<file path="src/rtl/ahb_pkg.sv">
// Purpose: shared AHB-Lite encodings and the copy-engine state type.
// Latency: n/a (types and constants only).
// Backpressure: n/a.
package ahb_pkg;

  // htrans encodings; the copy engine only ever issues IDLE or NONSEQ
  localparam logic [1:0] HTRANS_IDLE   = 2'b00;
  localparam logic [1:0] HTRANS_BUSY   = 2'b01;
  localparam logic [1:0] HTRANS_NONSEQ = 2'b10;
  localparam logic [1:0] HTRANS_SEQ    = 2'b11;

  // hsize encodings
  localparam logic [2:0] HSIZE_BYTE  = 3'b000;
  localparam logic [2:0] HSIZE_HALF  = 3'b001;
  localparam logic [2:0] HSIZE_WORD  = 3'b010;
  localparam logic [2:0] HSIZE_DWORD = 3'b011;

  // Copy-engine sequencing: address/data phase of the read beat, then of the write beat
  typedef enum logic [2:0] {
    IDLE = 3'd0,
    RD_A = 3'd1,
    RD_D = 3'd2,
    WR_A = 3'd3,
    WR_D = 3'd4,
    ERR  = 3'd5,
    FIN  = 3'd6
  } dma_state_t;

endpackage

</file>
<file path="src/rtl/ahb_dma_master.sv">
// Purpose: single-channel AHB-Lite copy engine, moves len words src -> dst as read beat then write beat.
// Latency: 4 cycles per word against a zero-wait slave; done pulses the cycle after the last write completes.
// Backpressure: hready_m low freezes the current address or data phase; abort only acts at a beat boundary.
module ahb_dma_master
  import ahb_pkg::*;
#(
  parameter int          NBITS    = 128,
  parameter int          LEN_W    = 16,
  parameter logic [31:0] ADDR_INC = 32'd1,
  parameter logic [2:0]  HSIZE    = HSIZE_WORD
) (
  input  logic               hclk,
  input  logic               hreset,
  input  logic               start,
  input  logic               abort,
  input  logic [31:0]        src_addr,
  input  logic [31:0]        dst_addr,
  input  logic [LEN_W-1:0]   len,
  output logic               busy,
  output logic               done,
  output logic               err,
  output logic [31:0]        err_addr,
  output logic [LEN_W-1:0]   beats_done,
  output logic [1:0]         htrans_m,
  output logic [31:0]        haddr_m,
  output logic [2:0]         hsize_m,
  output logic               hwrite_m,
  output logic [3*NBITS-1:0] hwdata_m,
  input  logic [3*NBITS-1:0] hrdata_m,
  input  logic               hready_m,
  input  logic               hresp_m
);

  localparam int               DW      = 3 * NBITS;
  localparam logic [LEN_W-1:0] LEN_ONE = {{(LEN_W-1){1'b0}}, 1'b1};

  dma_state_t       state;
  logic [31:0]      rd_ptr;     // address of the current read beat
  logic [31:0]      wr_ptr;     // address of the current write beat
  logic [LEN_W-1:0] remaining;  // beats still to be written, including the current one
  logic [DW-1:0]    wbuf;       // word in flight between its read and its write

  // Sequencer: every bus-facing output is registered and set on the edge that enters the state it belongs to
  always_ff @(posedge hclk) begin
    if (hreset) begin
      state      <= IDLE;
      rd_ptr     <= '0;
      wr_ptr     <= '0;
      remaining  <= '0;
      wbuf       <= '0;
      busy       <= 1'b0;
      done       <= 1'b0;
      err        <= 1'b0;
      err_addr   <= '0;
      beats_done <= '0;
      htrans_m   <= HTRANS_IDLE;
      haddr_m    <= '0;
      hsize_m    <= '0;
      hwrite_m   <= 1'b0;
      hwdata_m   <= '0;
    end else begin
      hsize_m <= HSIZE;
      done    <= 1'b0;

      case (state)
        IDLE: begin
          if (start) begin
            if (len != '0) begin
              // Accept the job and launch the first read address phase right away
              rd_ptr     <= src_addr;
              wr_ptr     <= dst_addr;
              remaining  <= len;
              err        <= 1'b0;
              beats_done <= '0;
              busy       <= 1'b1;
              htrans_m   <= HTRANS_NONSEQ;
              haddr_m    <= src_addr;
              hwrite_m   <= 1'b0;
              state      <= RD_A;
            end else begin
              // Zero-length job: complete immediately, never touch the bus
              done  <= 1'b1;
              state <= FIN;
            end
          end
        end

        RD_A: begin
          // Address/control stay frozen until the slave (or the matrix) accepts them
          if (hready_m) begin
            htrans_m <= HTRANS_IDLE;
            haddr_m  <= '0;
            state    <= RD_D;
          end
        end

        RD_D: begin
          // hresp only counts on the completing cycle of the two-cycle error response
          if (hready_m) begin
            if (hresp_m) begin
              err      <= 1'b1;
              err_addr <= rd_ptr;
              state    <= ERR;
            end else begin
              wbuf     <= hrdata_m;
              htrans_m <= HTRANS_NONSEQ;
              haddr_m  <= wr_ptr;
              hwrite_m <= 1'b1;
              state    <= WR_A;
            end
          end
        end

        WR_A: begin
          if (hready_m) begin
            htrans_m <= HTRANS_IDLE;
            haddr_m  <= '0;
            hwrite_m <= 1'b0;
            hwdata_m <= wbuf;
            state    <= WR_D;
          end
        end

        WR_D: begin
          // Write data is held until the slave completes; this is the only beat boundary
          if (hready_m) begin
            hwdata_m <= '0;
            if (hresp_m) begin
              err      <= 1'b1;
              err_addr <= wr_ptr;
              state    <= ERR;
            end else begin
              beats_done <= beats_done + LEN_ONE;
              remaining  <= remaining - LEN_ONE;
              rd_ptr     <= rd_ptr + ADDR_INC;
              wr_ptr     <= wr_ptr + ADDR_INC;
              if ((remaining == LEN_ONE) || abort) begin
                // Last beat and abort together still give exactly one done
                busy  <= 1'b0;
                done  <= 1'b1;
                state <= FIN;
              end else begin
                htrans_m <= HTRANS_NONSEQ;
                haddr_m  <= rd_ptr + ADDR_INC;
                hwrite_m <= 1'b0;
                state    <= RD_A;
              end
            end
          end
        end

        ERR: begin
          // err/err_addr were set on entry; just report completion
          busy  <= 1'b0;
          done  <= 1'b1;
          state <= FIN;
        end

        FIN: begin
          state <= IDLE;
        end

        default: begin
          busy     <= 1'b0;
          htrans_m <= HTRANS_IDLE;
          haddr_m  <= '0;
          hwrite_m <= 1'b0;
          hwdata_m <= '0;
          state    <= IDLE;
        end
      endcase
    end
  end

endmodule

</file>
<file path="config.mk">
export PLATFORM = sky130hd
export DESIGN_NAME = ahb_dma_master
export DESIGN_NICKNAME = d
export VERILOG_FILES = /design/src/rtl/ahb_pkg.sv /design/src/rtl/ahb_dma_master.sv
export SDC_FILE = /design/constraint.sdc
export NUM_CORES = 2
export LEC_CHECK = 0
export BUFFER_PORTS_ARGS = -buffer_cell sky130_fd_sc_hd__buf_2
export CAP_MARGIN = 20
export CORE_AREA = 2 2 364 366
export DETAILED_ROUTE_END_ITERATION = 6
export DIE_AREA = 0 0 366 368
export GPL_TIMING_DRIVEN = 0
export PLACE_DENSITY = 0.55
export SYNTH_ARGS = -nofsm -noshare
export SYNTH_HDL_FRONTEND = slang
export SYNTH_SLANG_ARGS = --single-unit
</file>
<file path="constraint.sdc">
create_clock -name hclk -period 2.55 [get_ports hclk]
set_input_delay 0.255 -clock hclk [delete_from_list [all_inputs] [get_ports hclk]]
set_output_delay 0.255 -clock hclk [all_outputs]
set_load 0.02 [all_outputs]
</file>
# Word level (Yosys, flattened, before mapping)
# Cells that the tools add are included.
word_totals:
  romBits: 0
  latchBits: 0
  output_inout_bits: 473
  wordCells: 146
  mem_count: 0
  ramBits: 0
  in_bits: 470
  register_bits: 940
classes:
  bitwise: 5
  reduce_logical: 21
  mux: 79
  eq_ne: 22
  div: 0
  addsub: 4
  n_shift: 0
  n_mul: 0
  n_lt_le_gt_ge: 0
ops:
  columns: ["operator", "count"]
  rows:
  - ["$pmux 384 s3", 1]
  - ["$mux 384", 2]
  - ["$mux 32", 18]
  - ["$pmux 32 s2", 3]
  - ["$pmux 32 s5", 1]
  - ["$mux 16", 8]
  - ["$add 32x1->32 const B", 2]
  - ["$pmux 16 s2", 2]
  - ["$mux 3", 9]
  - ["$ne 2x2->1 const B", 12]
  - ["$mux 1", 20]
  - ["$reduce_and 5->1", 4]
  - ["$mux 2", 9]
  - ["$pmux 3 s6", 1]
  - ["$reduce_and 9->1", 2]
  - ["$add 16x1->16 const B", 1]
  - ["$eq 16x1->1 const B", 1]
  - ["$reduce_bool 16->1", 1]
  - ["$sub 16x1->16 const B", 1]
  - ["$pmux 2 s5", 1]
  - ["$eq 3x3->1 const B", 3]
  - ["$eq 3x2->1 const B", 2]
  - ["$ne 2x1->1 const B", 3]
  - ["$pmux 1 s3", 2]
  - ["13 further kinds", 22]

# Longest topological paths before layout
depth:
  depth_word: 6
  mapped_depth: 9
  depth_no_buf: 8

# Least setup slack after synthesis
# No wires, ideal clock.
synth_path:
  path_type: "flip-flop to flip-flop"
  from: "reg rd_ptr[0]"
  to: "reg haddr_m[30]"
  path_stages_with_launch: 8
  setup_ps: 117
  t_required_ps: 2433
  path_buffers: 0
  path_slack_ps: 216
  t_arrival_ps: 2217
  path_cell_list: "dfxtp_1 -> ha_1 -> nand3_1 -> or4_4 -> or4_4 -> xnor2_2 -> o22ai_1 -> a22o_1"
synth_between:
  elab_chain_cells: 5
synth_lines:
  columns: ["element", "line", "text"]
  rows:
  - ["start: declaration", "ahb_dma_master.sv:38", "logic [31:0] rd_ptr;"]
  - ["start signal: assignment", "ahb_dma_master.sv:70", "rd_ptr <= src_addr;"]
  - ["start signal: assignment", "ahb_dma_master.sv:135", "rd_ptr <= rd_ptr + ADDR_INC;"]
  - ["$add 32x1->32", "ahb_dma_master.sv:144", "haddr_m <= rd_ptr + ADDR_INC;"]
  - ["$mux 32", "ahb_dma_master.sv:137", "if ((remaining == LEN_ONE) || abort) begin"]
  - ["$mux 32", "ahb_dma_master.sv:128", "if (hresp_m) begin"]
  - ["$mux 32", "ahb_dma_master.sv:126", "if (hready_m) begin"]
  - ["$pmux 32 s5", "ahb_dma_master.sv:65", "case (state)"]
  - ["end signal: assignment", "ahb_dma_master.sv:77", "haddr_m <= src_addr;"]
  - ["end signal: assignment", "ahb_dma_master.sv:107", "haddr_m <= wr_ptr;"]
  - ["end signal: assignment", "ahb_dma_master.sv:144", null]
  - ["end: declaration", "ahb_dma_master.sv:25", "output logic [31:0] haddr_m,"]
# No other way between the ends. The select of a mux whose other input is x is not followed.
# A chain may end at the register's enable or synchronous reset.

# Final worst setup path
layout_path:
  from: "reg state[2]"
  to: "reg wr_ptr[8]"
layout_between:
  elab_chain_cells: 3
layout_lines:
  columns: ["element", "line", "text"]
  rows:
  - ["start: declaration", "ahb_dma_master.sv:37", "dma_state_t state;"]
  - ["start signal: assignment", "ahb_dma_master.sv:46", "state <= IDLE;"]
  - ["start signal: assignment", "ahb_dma_master.sv:79", "state <= RD_A;"]
  - ["start signal: assignment", "ahb_dma_master.sv:83", "state <= FIN;"]
  - ["$eq 3x3->1 or $logic_not 3->1 (tied branches)", "ahb_dma_master.sv:65", null]
  - ["$ne 2x2->1 (no line) or $reduce_bool 2->1 (tied branches)", null, null]
  - ["$reduce_and 5->1 (no line)", null, null]
  - ["end signal: assignment", "ahb_dma_master.sv:71", "wr_ptr <= dst_addr;"]
  - ["end signal: assignment", "ahb_dma_master.sv:136", "wr_ptr <= wr_ptr + ADDR_INC;"]
  - ["end: declaration", "ahb_dma_master.sv:39", "logic [31:0] wr_ptr;"]
# Parallel ways exist; a longest one is shown, timed or not.

==> impl_metrics.toml <==
[status]
status = "finished with violations"
violations = "negative hold slack, negative setup slack"

[synthesis]
synthTopCellsByArea = "dfxtp_1, nand2_1, a21oi_1"
synthFlopType = "dfxtp_1"
synthArstFlopShare_pct = 0
synth_top_area_cell = "dfxtp_1"
synth.top_cell.area_share_pct = 51.4
seq_area_frac_synth_pct = 51.4
ys_ff_latch = 937
syn_area_um2 = 36500
ys_warn_count = 0
avgSynthCellArea_um2 = 7.77
ys_types = 74
synth_cells = 4696
synth_edf_count = 0

[final_layout]
drive_gt1_share_pct = 22.3
fin_area_um2 = 52400
num-fill-cells = 13600
final_common_cell = "nand2_1"
area_growth_pct = 43.7
nets = 6705
final_util_pct = 40.1
final_cell_mix = "nand2_1, buf_2, dfxtp_1"

[placement]
gp_congestion = 0.975
dp_slack_ns = -1.26
dpl_cell_area_um2 = 43500
dp.final_hpwl_um = 135000
port_buffers = 937

[floorplanning]
start_util_pct = 27.9
core_area_um2 = 131000
io_pins = 943
placementRows = 133
die_x_um = 366
die_h_um = 368
dieArea_um2 = 135000

[clock_network]
clock_path_buffers = 3
clkLatencyLatePin_ns = 0.73
clkSinkCount = 937
cts_tree = "built"
cts_made_buffers = 103
clk_pin_slew_ns = 0.07
cts_root_buf = "clkbuf_16"
h-tree-depth = 3

[pwr]
pwr-share-comb_pct = 11.4
p_sw_share_pct = 26.8
p_per_area_nw_per_um2 = 668
seq_power_share_pct = 43.8
internal-power_uw = 25600
worst_ir_drop_vdd_mv = 0.526
total_leakage_power_uw = 0.0204
pwr-share-clk_pct = 44.8
switching_power_uw = 9370

[grt]
grt_pass1_vias = 39300
grt_max_degree = 16
grt_pass1_wl_um = 258000
antenna_found_initial = 19
overflow = 0
grt_util_all_layers_pct = 25.4

[routing]
firstDrtPassIters = 6
drtAntennaViolNets = 0
drt_iter0_drc = 3645
wl_per_cell_um = 22.2
vias = 40700
routed_wl_um = 179000
viasPerCell = 5.03
remaining_drc_errors = 0

[hold_path]
min_path_cells = 3
hold_class = "in -> reg"

[sta]
fin_crit_sh_pct = 102
fin_crit_ns = 2.60
finalSetupViolations = 9
finalHoldViolCount = 1
max_freq_mhz = 385
rsz0062_at_grt = "yes"
whs_ns = -0.0575
worstMarginPinSlew_ns = 1.25
slew_headroom_pct = 16.4
fin_ws_ns = -0.0498
slew_viol_final = 0
finClkSkew_ns = 0.0424

[worst_setup_path]
path_max_fanout = 10
cp.required_ns = 3.11
reg2reg_depth = 7
crit_type = "reg -> reg"
end_kind = "flip-flop"
cp_data_arrival_time_ns = 3.16
start_kind = "flip-flop"

[flow_run]
cap_viol_max_count = 0
-- cells in the mapped netlist, drive strengths merged, types with 7 or more instances --
| library cell | n |
|---|---|
| nand2 | 1356 |
| nor3 | 39 |
| o21ai | 90 |
| a22o | 19 |
| nand4 | 27 |
| a2bb2oi | 8 |
| and2 | 7 |
| nor4 | 20 |
| o22ai | 24 |
| a22oi | 27 |
| mux2i | 33 |
| a31oi | 17 |
| dfxtp | 937 |
| nor2 | 147 |
| o31ai | 18 |
| xnor2 | 24 |
| and3 | 17 |
| buf | 121 |
| clkbuf | 293 |
| a211oi | 7 |
| nand3 | 437 |
| inv | 17 |
| a21oi | 864 |
| or3 | 9 |
| a311oi | 33 |
| xor2 | 16 |
-- repair_timing --
action | in CTS | in global routing
resized for setup | 128 | 161
hold buffers | 466 | 0
buffers inserted | 13 | 5
endpoints found under the hold margin | 474 | 0
pin swaps | 7 | 2
setup endpoints to repair | 915 | 591
-- metrics by stage --
step	TNS [ns]	instances	power (uW)
after floorplan	0	4698	17200
after global placement	-1557.78	7390	18800
after detailed placement	-706.80	7398	18800
after CTS	-0.0212	8060	35000
after global routing	-0.548	8070	36100
final	-0.127	8078	35000
-- cells by family (layout without fill, tap and decap cells) --
logic type,after synthesis,after routing,synth area share (%)
AO/OA/AOI/OAI,1155,1155,17.4
adder cells (fa/ha/maj),5,5,0.171
multiplexers,34,34,0.936
flip-flops,937,937,51.4
buffers and inverters,433,2044,4.83
other,1,17,0.0103
XOR/XNOR,40,40,0.981
AND/OR/NAND/NOR,2091,2091,24.2
-- worst paths after layout --
check	from	end	slack [ns]
worst max-delay path	state[2]	wr_ptr[8]	-0.05
worst min-delay path	hrdata_m[343]	wbuf[343]	-0.06
worst max register to register	state[2]	wr_ptr[8]	-0.05
worst min register to register	hwdata_m[337]	hwdata_m[337]	0.44
-- state kept, by name, indices dropped and copies added (netlist names) --
name	flops
htrans_m	1
err_addr	32
wbuf	384
busy	1
done	1
wr_ptr	32
rd_ptr	32
hwrite_m	1
err	1
state	3
hwdata_m	384
hsize_m	1
remaining	16
haddr_m	32
beats_done	16
-- metal layers --
metal / vias to the layer above / track usage [%] / share of wire [%]
met3: 387 / 6.51 / 8.9
met2: 1900 / 41.8 / 46
met1: 19300 / 31.2 / 40
met4: 10 / 11.4 / 4.5
li1: 19100 / - / -
met5: - / 0 / 0.035
-- power by group through the flow --
| stage | clock [uW] | combinational [uW] | sequential, uW |
|---|---|---|---|
| floorplan | 0 | 1620 | 15600 |
| global placement | 0 | 3160 | 15600 |
| detailed placement | 0 | 3180 | 15600 |
| CTS | 15900 | 3870 | 15300 |
| global route | 16600 | 4220 | 15300 |
| finish | 15700 | 4010 | 15300 |
-- area by class of cell --
type	count	area, um2	share of cell area, %
Sequential cell	937	18800	35.8
Tap cell	1755	2200	4.19
Inverter	19	76.3	0.146
Clock buffer	158	3040	5.79
Multi-Input combinational cell	3328	16200	31.0
Timing Repair Buffer	1429	9660	18.4
Clock inverter	26	470	0.897
Antenna cell	14	35.0	0.0668
Buffer	412	1950	3.71
-- critical path: stages, from the launching register on --
cell and delay, ns:
dfxtp_1 0.37, or3_1 0.55, a41oi_4 0.34, a21oi_2 0.19, buf_2 0.26, buf_2 0.28, a211oi_2 0.35, nor3_1 0.08
Note: power is estimated with default switching activity, not from simulation.
